File: src/rtl/beep_melody_seq_if.sv
// Score-ROM and tone-generator signal bundle for the melody sequencer.
// The slave side is the sequencer; the master side drives control and ROM data.
interface beep_melody_seq_if #(
  parameter int unsigned ADDR_W = 6
);
  logic              start;
  logic              stop;
  logic              loop_en;
  logic [ADDR_W-1:0] rom_addr;
  logic [7:0]        rom_data;
  logic [17:0]       note_period;
  logic              tone_en;
  logic              note_start;
  logic              busy;
  logic              done;

  modport slave (
    input  start, stop, loop_en, rom_data,
    output rom_addr, note_period, tone_en, note_start, busy, done
  );

  modport master (
    output start, stop, loop_en, rom_data,
    input  rom_addr, note_period, tone_en, note_start, busy, done
  );
endinterface

File: src/rtl/beep_melody_seq.sv
// Melody sequencer: walks a score ROM and drives note period / tone enable
// for the downstream beep tone generator, timing each note in beats.
module beep_melody_seq #(
  parameter logic [24:0] BEAT_CNT_MAX = 25'd24_999_999,
  parameter logic [24:0] GAP_CYCLES   = 25'd2_500_000,
  parameter int unsigned ADDR_W       = 6,
  parameter logic [17:0] DO           = 18'd190839,
  parameter logic [17:0] RE           = 18'd170067,
  parameter logic [17:0] MI           = 18'd151415,
  parameter logic [17:0] FA           = 18'd143265,
  parameter logic [17:0] SO           = 18'd127550,
  parameter logic [17:0] LA           = 18'd113635,
  parameter logic [17:0] XI           = 18'd101214
) (
  input  logic               sys_clk,
  input  logic               sys_rst,
  beep_melody_seq_if.slave   bus
);

  localparam logic [2:0] S_IDLE   = 3'd0;
  localparam logic [2:0] S_FETCH  = 3'd1;
  localparam logic [2:0] S_DECODE = 3'd2;
  localparam logic [2:0] S_PLAY   = 3'd3;
  localparam logic [2:0] S_GAP    = 3'd4;
  localparam logic [2:0] S_DONE   = 3'd5;

  // Beat-counter value on the last sounding cycle of a note's final beat;
  // the remaining cycles of that beat form the articulation gap.
  localparam logic [24:0] PLAY_LAST = BEAT_CNT_MAX - GAP_CYCLES;

  logic [2:0]        state,       state_n;
  logic [ADDR_W-1:0] rom_addr,    rom_addr_n;
  logic [17:0]       note_period, note_period_n;
  logic              tone_en,     tone_en_n;
  logic              note_start,  note_start_n;
  logic              busy,        busy_n;
  logic              done,        done_n;
  logic [24:0]       beat_cnt,    beat_cnt_n;
  logic [3:0]        beats_left,  beats_left_n;

  logic       rom_end;
  logic [2:0] rom_code;
  logic [3:0] rom_dur;

  assign rom_end  = bus.rom_data[7];
  assign rom_code = bus.rom_data[6:4];
  assign rom_dur  = bus.rom_data[3:0];

  function automatic logic [17:0] code_period(input logic [2:0] code);
    case (code)
      3'd1:    code_period = DO;
      3'd2:    code_period = RE;
      3'd3:    code_period = MI;
      3'd4:    code_period = FA;
      3'd5:    code_period = SO;
      3'd6:    code_period = LA;
      3'd7:    code_period = XI;
      default: code_period = '0;
    endcase
  endfunction

  always_comb begin
    state_n       = state;
    rom_addr_n    = rom_addr;
    note_period_n = note_period;
    tone_en_n     = tone_en;
    note_start_n  = 1'b0;
    busy_n        = busy;
    done_n        = 1'b0;
    beat_cnt_n    = beat_cnt;
    beats_left_n  = beats_left;

    case (state)
      S_IDLE: begin
        if (bus.start && !bus.stop) begin
          state_n    = S_FETCH;
          rom_addr_n = '0;
          busy_n     = 1'b1;
        end
      end

      S_FETCH: state_n = S_DECODE;

      S_DECODE: begin
        if (!rom_end) begin
          state_n       = S_PLAY;
          note_period_n = code_period(rom_code);
          tone_en_n     = (rom_code != 3'd0);
          note_start_n  = 1'b1;
          beats_left_n  = (rom_dur == 4'd0) ? 4'd1 : rom_dur;
          beat_cnt_n    = '0;
        end else if (bus.loop_en && (rom_addr != '0)) begin
          state_n    = S_FETCH;
          rom_addr_n = '0;
        end else begin
          state_n = S_DONE;
          done_n  = 1'b1;
        end
      end

      S_PLAY: begin
        if (beat_cnt == BEAT_CNT_MAX) begin
          beat_cnt_n   = '0;
          beats_left_n = beats_left - 4'd1;
        end else begin
          beat_cnt_n = beat_cnt + 25'd1;
        end
        if ((beats_left == 4'd1) && (beat_cnt == PLAY_LAST)) begin
          tone_en_n = 1'b0;
          if (GAP_CYCLES == '0) begin
            state_n    = S_FETCH;
            rom_addr_n = rom_addr + ADDR_W'(1);
          end else begin
            state_n = S_GAP;
          end
        end
      end

      // Gap keeps counting the final beat, so note length stays beat-aligned.
      S_GAP: begin
        if (beat_cnt == BEAT_CNT_MAX) begin
          state_n      = S_FETCH;
          beat_cnt_n   = '0;
          beats_left_n = '0;
          rom_addr_n   = rom_addr + ADDR_W'(1);
        end else begin
          beat_cnt_n = beat_cnt + 25'd1;
        end
      end

      S_DONE: begin
        state_n       = S_IDLE;
        busy_n        = 1'b0;
        rom_addr_n    = '0;
        note_period_n = '0;
      end

      default: begin
        state_n       = S_IDLE;
        busy_n        = 1'b0;
        rom_addr_n    = '0;
        note_period_n = '0;
        tone_en_n     = 1'b0;
        beat_cnt_n    = '0;
        beats_left_n  = '0;
      end
    endcase

    if (bus.stop && (state != S_IDLE)) begin
      state_n       = S_IDLE;
      rom_addr_n    = '0;
      note_period_n = '0;
      tone_en_n     = 1'b0;
      note_start_n  = 1'b0;
      busy_n        = 1'b0;
      done_n        = 1'b0;
      beat_cnt_n    = '0;
      beats_left_n  = '0;
    end
  end

  always_ff @(posedge sys_clk) begin
    if (sys_rst) begin
      state       <= S_IDLE;
      rom_addr    <= '0;
      note_period <= '0;
      tone_en     <= 1'b0;
      note_start  <= 1'b0;
      busy        <= 1'b0;
      done        <= 1'b0;
      beat_cnt    <= '0;
      beats_left  <= '0;
    end else begin
      state       <= state_n;
      rom_addr    <= rom_addr_n;
      note_period <= note_period_n;
      tone_en     <= tone_en_n;
      note_start  <= note_start_n;
      busy        <= busy_n;
      done        <= done_n;
      beat_cnt    <= beat_cnt_n;
      beats_left  <= beats_left_n;
    end
  end

  assign bus.rom_addr    = rom_addr;
  assign bus.note_period = note_period;
  assign bus.tone_en     = tone_en;
  assign bus.note_start  = note_start;
  assign bus.busy        = busy;
  assign bus.done        = done;

endmodule
File: src/flat_wrapper.sv
// flat-port wrapper written by rule: the top's interface ports become plain ports
module beep_melody_seq_flat 
#(
  parameter logic [24:0] BEAT_CNT_MAX = 25'd24_999_999,
  parameter logic [24:0] GAP_CYCLES   = 25'd2_500_000,
  parameter int unsigned ADDR_W       = 6,
  parameter logic [17:0] DO           = 18'd190839,
  parameter logic [17:0] RE           = 18'd170067,
  parameter logic [17:0] MI           = 18'd151415,
  parameter logic [17:0] FA           = 18'd143265,
  parameter logic [17:0] SO           = 18'd127550,
  parameter logic [17:0] LA           = 18'd113635,
  parameter logic [17:0] XI           = 18'd101214
)
  (sys_clk, sys_rst, bus_start, bus_stop, bus_loop_en, bus_rom_data, bus_rom_addr, bus_note_period, bus_tone_en, bus_note_start, bus_busy, bus_done);
  beep_melody_seq_if #(.ADDR_W(ADDR_W)) bus_i ();
  input  logic sys_clk;
  input  logic sys_rst;
  input wire logic [$bits(bus_i.start)-1:0] bus_start;
  input wire logic [$bits(bus_i.stop)-1:0] bus_stop;
  input wire logic [$bits(bus_i.loop_en)-1:0] bus_loop_en;
  input wire logic [$bits(bus_i.rom_data)-1:0] bus_rom_data;
  output wire logic [$bits(bus_i.rom_addr)-1:0] bus_rom_addr;
  output wire logic [$bits(bus_i.note_period)-1:0] bus_note_period;
  output wire logic [$bits(bus_i.tone_en)-1:0] bus_tone_en;
  output wire logic [$bits(bus_i.note_start)-1:0] bus_note_start;
  output wire logic [$bits(bus_i.busy)-1:0] bus_busy;
  output wire logic [$bits(bus_i.done)-1:0] bus_done;
  assign bus_i.start = bus_start;
  assign bus_i.stop = bus_stop;
  assign bus_i.loop_en = bus_loop_en;
  assign bus_i.rom_data = bus_rom_data;
  assign bus_rom_addr = bus_i.rom_addr;
  assign bus_note_period = bus_i.note_period;
  assign bus_tone_en = bus_i.tone_en;
  assign bus_note_start = bus_i.note_start;
  assign bus_busy = bus_i.busy;
  assign bus_done = bus_i.done;
  beep_melody_seq #(.BEAT_CNT_MAX(BEAT_CNT_MAX), .GAP_CYCLES(GAP_CYCLES), .ADDR_W(ADDR_W), .DO(DO), .RE(RE), .MI(MI), .FA(FA), .SO(SO), .LA(LA), .XI(XI)) u_core (.sys_clk(sys_clk), .sys_rst(sys_rst), .bus(bus_i));
endmodule
File: config.mk
export PLATFORM = sky130hd
export DESIGN_NAME = beep_melody_seq_flat
export DESIGN_NICKNAME = d
export VERILOG_FILES = /design/src/rtl/beep_melody_seq_if.sv /design/src/rtl/beep_melody_seq.sv /design/src/flat_wrapper.sv
export SDC_FILE = /design/constraint.sdc
export NUM_CORES = 1
export LEC_CHECK = 0
export ABC_AREA = 1
export CORE_ASPECT_RATIO = 0.9
export CORE_MARGIN = 2
export CORE_UTILIZATION = 30
export DETAILED_ROUTE_END_ITERATION = 6
export PLACE_DENSITY = 0.54
export RECOVER_POWER = 25
export SETUP_SLACK_MARGIN = 0.1
export SKIP_LAST_GASP = 1
export SYNTH_ARGS = -nofsm -noshare
export SYNTH_HDL_FRONTEND = slang
export SYNTH_SLANG_ARGS = --single-unit
File: constraint.sdc
create_clock -name sys_clk -period 2 [get_ports sys_clk]
set_input_delay 0.4 -clock sys_clk [delete_from_list [all_inputs] [get_ports sys_clk]]
set_output_delay 0.4 -clock sys_clk [all_outputs]
set_load 0.05 [all_outputs]
### After elaboration in Yosys (flattened, before gate mapping)

Index checks and enable logic that the tools add are counted.

| cells by class | value |
|---|---|
| add/subtract/negate cells | 3 |
| equal/unequal tests | 22 |
| mux-type cells | 29 |
| bitwise operators | 7 |
| reduce and logical (&&, ||, !) cells | 26 |

Operators by type and width:

| cell | number |
|---|---|
| case mux 18 bit (7 select lines) | 1 |
| case mux 25 bit (3 select lines) | 1 |
| equality test 25 bit, second input constant | 2 |
| 2-to-1 mux 25 bit | 2 |
| case mux 18 bit (2 select lines) | 1 |
| adder 25 x 1 -> 25 bit, second input constant | 1 |
| 2-to-1 mux 6 bit | 4 |
| case mux 6 bit (4 select lines) | 1 |
| equality test 3 bit, second input constant | 6 |
| 2-to-1 mux 18 bit | 1 |
| 2-to-1 mux 4 bit | 4 |
| case mux 4 bit (4 select lines) | 1 |
| OR reduction 4 bit | 4 |
| 2-to-1 mux 3 bit | 5 |
| case mux 3 bit (5 select lines) | 1 |
| equality test 3 x 2 -> 1 bit, second input constant | 4 |
| inequality test 2 x 1 -> 1 bit, second input constant | 5 |
| NOT 1 bit | 7 |
| adder 6 x 1 -> 6 bit, second input constant | 1 |
| equality test 3 x 1 -> 1 bit, second input constant | 2 |
| AND reduction 2 bit | 3 |
| AND reduction 3 bit | 2 |
| nonzero test 3 bit | 2 |
| nonzero test 6 bit | 1 |
| other kinds (14) | 25 |

| storage, ports and cells | value |
|---|---|
| flip-flop bits (word level) | 60 |
| input bits | 13 |
| logic and storage cells | 96 |

### Longest topological paths before layout

Gate-level depths: netlist of run 1.

| depth | value |
|---|---|
| word-level depth | 5 |
| gate-level depth with buffers | 11 |
| depth with buffers taken out | 11 |

### Worst setup path before layout of run 1

Ideal clock, no wire load.

| timing | value |
|---|---|
| path type | register to register |
| start point | register u_core.rom_addr[0] (netlist: u_core.bus.rom_addr[0]) |
| end point | register u_core.rom_addr[1] (netlist: u_core.bus.rom_addr[1]) |
| setup time | 0.120 ns |
| arrival time | 1.571 ns |
| data required time | 1.880 ns |
| slack | 0.310 ns |
| stages on the path, launching flop included | 9 |
| path buffers | 0 |
| clock period less this slack | 1.690 ns |
| cell sequence | dfxtp_1 > inv_1 > ha_1 > nand3_1 > a21oi_1 > nor2_2 > nand2_2 > nand2_1 > a21oi_1 |

| on the way | value |
|---|---|
| cells in the longest elaborated chain, start to end | 4 |

Ends and longest elaborated chain:

| element | line | text |
|---|---|---|
| start: declaration | beep_melody_seq.sv:32 | `logic [ADDR_W-1:0] rom_addr, rom_addr_n;` |
| start signal: assignment | beep_melody_seq.sv:175 | `rom_addr <= rom_addr_n;` |
| parallel branches: the longest is 4 deep, another holds adder 6 x 1 -> 6 bit | -- |  |

Parallel ways; which one is timed is not known. The select of a mux whose other input is x is not followed.
A chain may end at the register's enable or synchronous reset.

### Worst setup path in the final report of run 1

| timing | value |
|---|---|
| start point | register u_core.note_period[8] (netlist: u_core.bus.note_period[8]) |
| end point | output port bus_note_period[8] |

RTL lines:

| element | line | text |
|---|---|---|
| start: declaration | beep_melody_seq.sv:33 | `logic [17:0] note_period, note_period_n;` |
| start signal: assignment | beep_melody_seq.sv:176 | `note_period <= note_period_n;` |
| end: declaration | flat_wrapper.sv:24 | `output wire logic [$bits(bus_i.note_period)-1:0] bus_note_period;` |

No word-level cell between the ends.

==> metrics list, run 1 <==
* Worst EP required: 1600 ps
* Synthesized area: 3390 um2
- Synth warn: 0
- Clock transition at the register clock pins on the worst setup and hold paths after CTS: 50 ps
- Clock buffers created by TritonCTS: 9
- The analysis attributes to cell leakage a power of 0.00164 uW.
- Synthesis inferred 60 register bits.
- At the pin with the least slew margin, the transition time is 604 ps.
- Library cell contributing the largest single delay on the critical path: sky130_fd_sc_hd__clkdlybuf4s50_1
- Kind of capture point of the worst setup path: primary output
- The repair_antennas step left the layout with diodes totalling 0.
- Worst setup slack after layout: 122 ps
* Setup violation total in the final timing report: 0
- Maximum vdd ir drop: 0.356 mV
- TritonCTS built the clock tree.
* Routed length per instance: 12.8 um
- Total number of placement rows: 36
- Per-instance average area after synthesis: 6.60 um2
- Die W: 116 um
- Number of flops mapped to enable cells by yosys: 0
* Clock Skews: 7.21 ps
- Relative to the synthesized area, the layout overhead comes to 26.7%.
* Power after layout: 4260 uW
* Overflow left after global routing: 0
* Classification of the worst setup path: reg -> out
- For this run, the total global-route usage over all layers was measured as 16.1%.
- Detailed-route vias per instance: 4.72
- For this run, the slowest stage of the critical path takes 810 ps.
* Crit path arrival time: 1480 ps
- The H-tree was split into 3 levels.
* Number of clock sinks: 60
* Vias in the first global route: 3190
* Starting density of the core: 31.0%
- Remaining max-slew budget at the tightest pin: 59.9%
- The signal on the critical path passes through clkdlybuf4s50_1.
* Layout cells sized above 1: 11.7%
* Proportion of synthesized flip-flops having asynchronous set or reset: 0%
- Counting both buffers and inverters, the worst setup path holds a total of 1.
- Detailed-route wire length: 9320 um
* Hold Crit Class: reg -> reg
- The first global-routing pass estimated 15500 um of wire.
* Run status: complete, no violations
- Synth Flop Type: sky130_fd_sc_hd__dfxtp_1
* # DRC: 0
- When the netlist entered floorplanning its net count stood at 532.
- The cell count after synthesis came out at 514.
- Antenna violations before repair: 0
* Placed Cells: 711
- At the end of routability-driven placement, the weighted congestion stood at 0.878.
* Height of the die: 105 um
- Crit start category: flip-flop
- Setup repair after global routing could not meet its margin everywhere.
* Number of slew-limit violations in the final report: 0
- Dividing the final minimum period by the clock period gives 93.9%.
- Number of port buffers: 40
* Power per cell area: 992 nW/um2
- The longest clock path from root to sink contains 2 buffers.
- Setup Fix Bufs, Post-CTS: 0
* Final Hold Viols: 0
- Pin count of the biggest net entering global routing: 26
- Number of iterations in the first detailed-routing pass: 5
- For this block, the initial DRC count from the detailed router was 218.
* Root buf cell: sky130_fd_sc_hd__clkbuf_16
* Final cell count without fillers: 727
* Routed via count: 3430
* Sequential-to-total area share from yosys stat: 35.4%
- Clock insertion delay at the later pin of the skew report: 340 ps
- Shortest period the worst path allows: 1880 ps
* Maximum Capacitance Violations: 0
* Net count, final: 588
- Detailed placement HPWL: 6960 um
- The count of nets left with antenna violations once routing finished came out at 0.
- Worst setup timing slack at the placement stage: 48.1 ps
- Maximum frequency from static timing analysis: 533 MHz
- During I/O placement, the number of pins put on the boundary was 41.
- The die covers 12200 um2.
* Worst hold-check slack: 463 ps
- Max FO, Critical Path: 2
- The cell family contributing the most delay on the critical path is buffers and inverters.
- After synthesis, the netlist uses 39 different library cells.
- Post-Route Setup TNS: 0 ps
* Area of the placeable core: 10900 um2
- Buffers inserted to repair hold after CTS numbered 0.
cells in the mapped netlist (all sizes together) (3+ instances only):
master / n / share of area, %
nand2: 131 / 17
xor2: 7 / 1.8
nor2: 82 / 10
inv: 65 / 7.3
a31oi: 3 / 0.55
ha: 5 / 1.8
a21oi: 41 / 6.0
nor3: 14 / 2.4
nand3: 57 / 8.6
o21ai: 18 / 2.8
dfxtp: 60 / 35
buf: 7 / 1.7
nand4: 10 / 1.8
path summary, 6_finish.rpt:
kind	start	end	slack, ps	cells past startpoint
setup / recovery	u_core.bus.note_period[8]	bus_note_period[8]	120	1
hold / removal	u_core.bus.note_period[13]	u_core.bus.note_period[13]	460	2
setup reg to reg	u_core.state[0]	u_core.bus.rom_addr[3]	200	8
hold reg to reg	u_core.bus.note_period[13]	u_core.bus.note_period[13]	460	2
flip-flops by register name, indices dropped and copies added, names as in the netlist:
| register | cells |
|---|---|
| u_core.bus.tone_en | 1 |
| u_core.bus.note_start | 1 |
| u_core.bus.note_period | 18 |
| u_core.state | 3 |
| u_core.bus.busy | 1 |
| u_core.bus.done | 1 |
| u_core.bus.rom_addr | 6 |
| u_core.beat_cnt | 25 |
| u_core.beats_left | 4 |
per-layer routing:
| layer | GRT usage [%] | share of wire, % | vias up |
|---|---|---|---|
| met5 | 0 | 0 | - |
| met4 | 5.53 | 1.6 | 0 |
| met3 | 3.42 | 4.1 | 13 |
| met2 | 23.6 | 43 | 71 |
| met1 | 23.3 | 51 | 1575 |
| li1 | - | - | 1771 |
cells by family (layout without fill, tap and decap cells):
group                      after synthesis  in the layout  synth area share (%)
xor gates and xnor gates                 8              8                  2.06
buffers and inverters                   74            135                  9.14
adders and majority gates                5              5                  1.84
DFF                                     60             60                  35.4
and+or+nand+nor                        301            301                  41.2
AOI/OAI and AO/OA                       66             66                  10.4
stage by stage:
step           instance area, um2  utilization, %
2_1_floorplan                3390               -
3_3_place_gp                 4030            36.8
3_5_place_dp                 4030            36.8
4_1_cts                      4370            40.0
5_1_grt                      4300            39.3
6_report                     4300            39.3
area by class of cell:
| type | instances | area [um2] |
|---|---|---|
| multi-input combinational | 380 | 1880 |
| clock buffer | 9 | 225 |
| clock inverter | 7 | 124 |
| sequential | 60 | 1200 |
| timing repair buffer | 54 | 434 |
| inverter | 65 | 246 |
| tap | 152 | 190 |
| fill | 1171 | 6650 |
report_power, final:
part           switching (uW)  internal [uW]  total [uW]
logic                     765            338        1100
clock network             592           1220        1820
registers                68.7           1280        1350
total                    1430           2840        4260
repair_timing:
item	4_1_cts	5_1_grt
resized for setup	7	10
setup endpoints to repair	7	32
cloned	0	0
cell usage in the layout (no fill, tap or decap), types with 12 or more instances in the layout:
| cell type | netlist | final |
|---|---|---|
| sky130_fd_sc_hd__nand2_1 | 117 | 118 |
| sky130_fd_sc_hd__nor2_1 | 74 | 74 |
| sky130_fd_sc_hd__dfxtp_1 | 60 | 60 |
| sky130_fd_sc_hd__inv_1 | 56 | 56 |
| sky130_fd_sc_hd__nand3_1 | 56 | 56 |
| sky130_fd_sc_hd__a21oi_1 | 41 | 41 |
| sky130_fd_sc_hd__clkdlybuf4s50_1 | 0 | 23 |
| sky130_fd_sc_hd__o21ai_0 | 16 | 16 |
| sky130_fd_sc_hd__buf_4 | 2 | 13 |
| sky130_fd_sc_hd__nor3_1 | 12 | 12 |
No activity file was read; power rests on OpenSTA's default activity.
==> inputs of run 2 (changes only) <==
PLACE_DENSITY = 0.56   (was 0.54)
clock period = 1.7 ns   (was 2 ns; I/O delays follow)
==> run 2 against run 1 <==
  * Core utilization up 2.9 points
  * Largest cell class unchanged
  * Design area up 7.3%
  * Sequential cell count unchanged
  * Worst setup slack better by 36 ps
  * Hold slack worse by 4.0 ps
  * Via count up 4.7%
==> metrics list, run 2 (same netlist as run 1, synthesis figures left out) <==
* Pin count of the biggest net entering global routing: 21
* Detailed placement HPWL: 7130 um
- Static leakage: 0.00181 uW
- Number of DRC violations after detailed-routing iteration 0: 227
* Run status: complete, no violations
- Total number of placement rows: 36
* Clock Skews: 6.80 ps
- H-tree level count: 3
* Library cell contributing the largest single delay on the critical path: sky130_fd_sc_hd__clkdlybuf4s50_1
- I/O pin count: 41
- Routability cong.: 0.927
- The clock passes through at most 2 buffers.
- Depth of the worst hold-timing path: 2
- Number of slew-limit violations in the final report: 0
* Most flops, register: u_core.beat_cnt
- Across the run, the number of max-cap violations was 0.
- Starting density of the core: 31.0%
- Worst R2R Path Depth: 10
- Clock transition at the register clock pins on the worst setup and hold paths after CTS: 60 ps
- # DRC: 0
* Net count, final: 620
- Most frequent cells in the layout: sky130_fd_sc_hd__nand2_1 (114), sky130_fd_sc_hd__nor2_1 (63), sky130_fd_sc_hd__nand3_1 (55)
* Remaining max-slew budget at the tightest pin: 59.8%
* Post-route fraction of the period consumed by the critical path: 90.7%
* Dominant delay contributor by cell family on the critical path: buffers and inverters
- Hold Crit Class: reg -> reg
* Final Hold Viols: 0
- Most common cell after layout, fill and taps aside: sky130_fd_sc_hd__nand2_1
* Classification of the worst setup path: in -> reg
* Logic depth of the worst setup path including buffers: 7
* Number of port buffers: 40
- At the pin with the least slew margin, the transition time is 606 ps.
* Cell-by-cell listing of the critical path: clkdlybuf4s50_1 -> o21ai_2 -> nand2_4 -> inv_4 -> nand2_1 -> nor2_1 -> a21oi_1
- Setup violations remaining at the end of the flow were counted as 0.
- The worst hold path begins at u_core.bus.note_period[14].
- Post-Route Setup TNS: 0 ps
- Ant. Diodes: 0
* Power after layout: 5000 uW
- Max FO, Critical Path: 12
- Routed length per instance: 12.9 um
- Total GRT Usage: 17.2%
- The worst-case IR drop observed on VDD is 0.500 mV.
- Wire length of the first global-routing pass: 16500 um
- Worst setup slack after layout: 158 ps
- Crit start category: input port
* Power per cell area: 1080 nW/um2
- At the later pin of the worst-skew pair, clock insertion delay measures 330 ps.
- Before antenna repair, the detailed router went through 5 iterations.
- The final layout contains routed wiring with a total length of 9760 um.
- The largest single stage delay on the critical path is 470 ps.
- Worst setup path startpoint: bus_rom_data[7]
- Summed over all layers, the global routing overflow is 0.
- Clock buffers created by TritonCTS: 9
* Shortest period the worst path allows: 1540 ps
- Worst EP required: 1920 ps
- STA classifies the critical path endpoint as a flip-flop.
* Detailed-route vias per instance: 4.73
- CTS tree: done
* Layout overhead on the synthesized area: 35.9%
- Die Outline Area: 12200 um2
* Post-route ant nets: 0
- Critical R2R Launch: u_core.beat_cnt[1]
- In this run the clock root is driven by a sky130_fd_sc_hd__clkbuf_16.
- Timing would allow up to 648 MHz.
* Layout cells sized above 1: 22.7%
- Number of clock sinks: 60
* Worst setup timing slack at the placement stage: -156 ps
* Die W: 116 um
- Crit path arrival time: 1760 ps
- RSZ-0062 raised after global routing: yes
* Height of the die: 105 um
- The total area inside the core boundary comes to 10900 um2.
* Routed via count: 3590
- The largest registers in the layout are u_core.beat_cnt x25, u_core.bus.note_period x18, u_core.bus.rom_addr x6.
* Flip-flop count of the largest register after layout: 25
* Worst hold-check slack: 459 ps
- The number of global-route vias before repair was 3512.
- Antenna violations before repair: 0
- Together, buffers and inverters on the worst path number 2.
## run 2: what timing repair did
| action | 4_1_cts | 5_1_grt |
|---|---|---|
| pin swaps | 7 | 6 |
| hold buffers | 0 | 0 |
| buffers inserted | 7 | 2 |
| gates cloned | 3 | 0 |
| endpoints found under the setup margin | 31 | 52 |
| gates resized for setup | 13 | 32 |
## run 2: layout make-up
| type | count | area, um2 |
|---|---|---|
| sequential | 60 | 1220 |
| timing repair buffer | 83 | 612 |
| inverter | 65 | 246 |
| clock inverter | 7 | 75.1 |
| fill | 1136 | 6330 |
| tap | 152 | 190 |
| multi-input combinational | 383 | 2040 |
| clock buffer | 9 | 225 |
## run 2: where the power goes
group	total [uW]	internal, uW	switching [uW]
clock network	1830	1140	690
registers	1590	1510	86.6
logic	1570	549	1030
## run 2: path summary, 6_finish.rpt
check	endpoint	slack, ps
hold reg to reg	u_core.bus.note_period[14]	460
setup reg to reg	u_core.state[2]	170
setup / recovery	u_core.beat_cnt[6]	160
hold / removal	u_core.bus.note_period[14]	460
## run 2: stage by stage
step / instance area (um2) / std cells / util (%)
6_report: 4610 / 759 / 42.1
3_5_place_dp: 4120 / 731 / 37.6
4_1_cts: 4590 / 757 / 41.9
5_1_grt: 4610 / 759 / 42.1
3_3_place_gp: 4120 / 731 / 37.6
2_1_floorplan: 3400 / 514 / -
## run 2: routing by layer
layer  vias up  track usage, %  part of all wire [%]
li1       1848               -                     -
met1      1635            23.7                    49
met2        94            26.1                    43
met3        13            3.89                   6.1
met4         0            6.21                   1.5
met5         -               0                     0
## run 2: worst min-delay path, delay by kind of cell (launching register included)
kind | cells | cell delay (ps)
and+or+nand+nor | 1 | 60
AOI/OAI and AO/OA | 1 | 50
DFF | 1 | 310
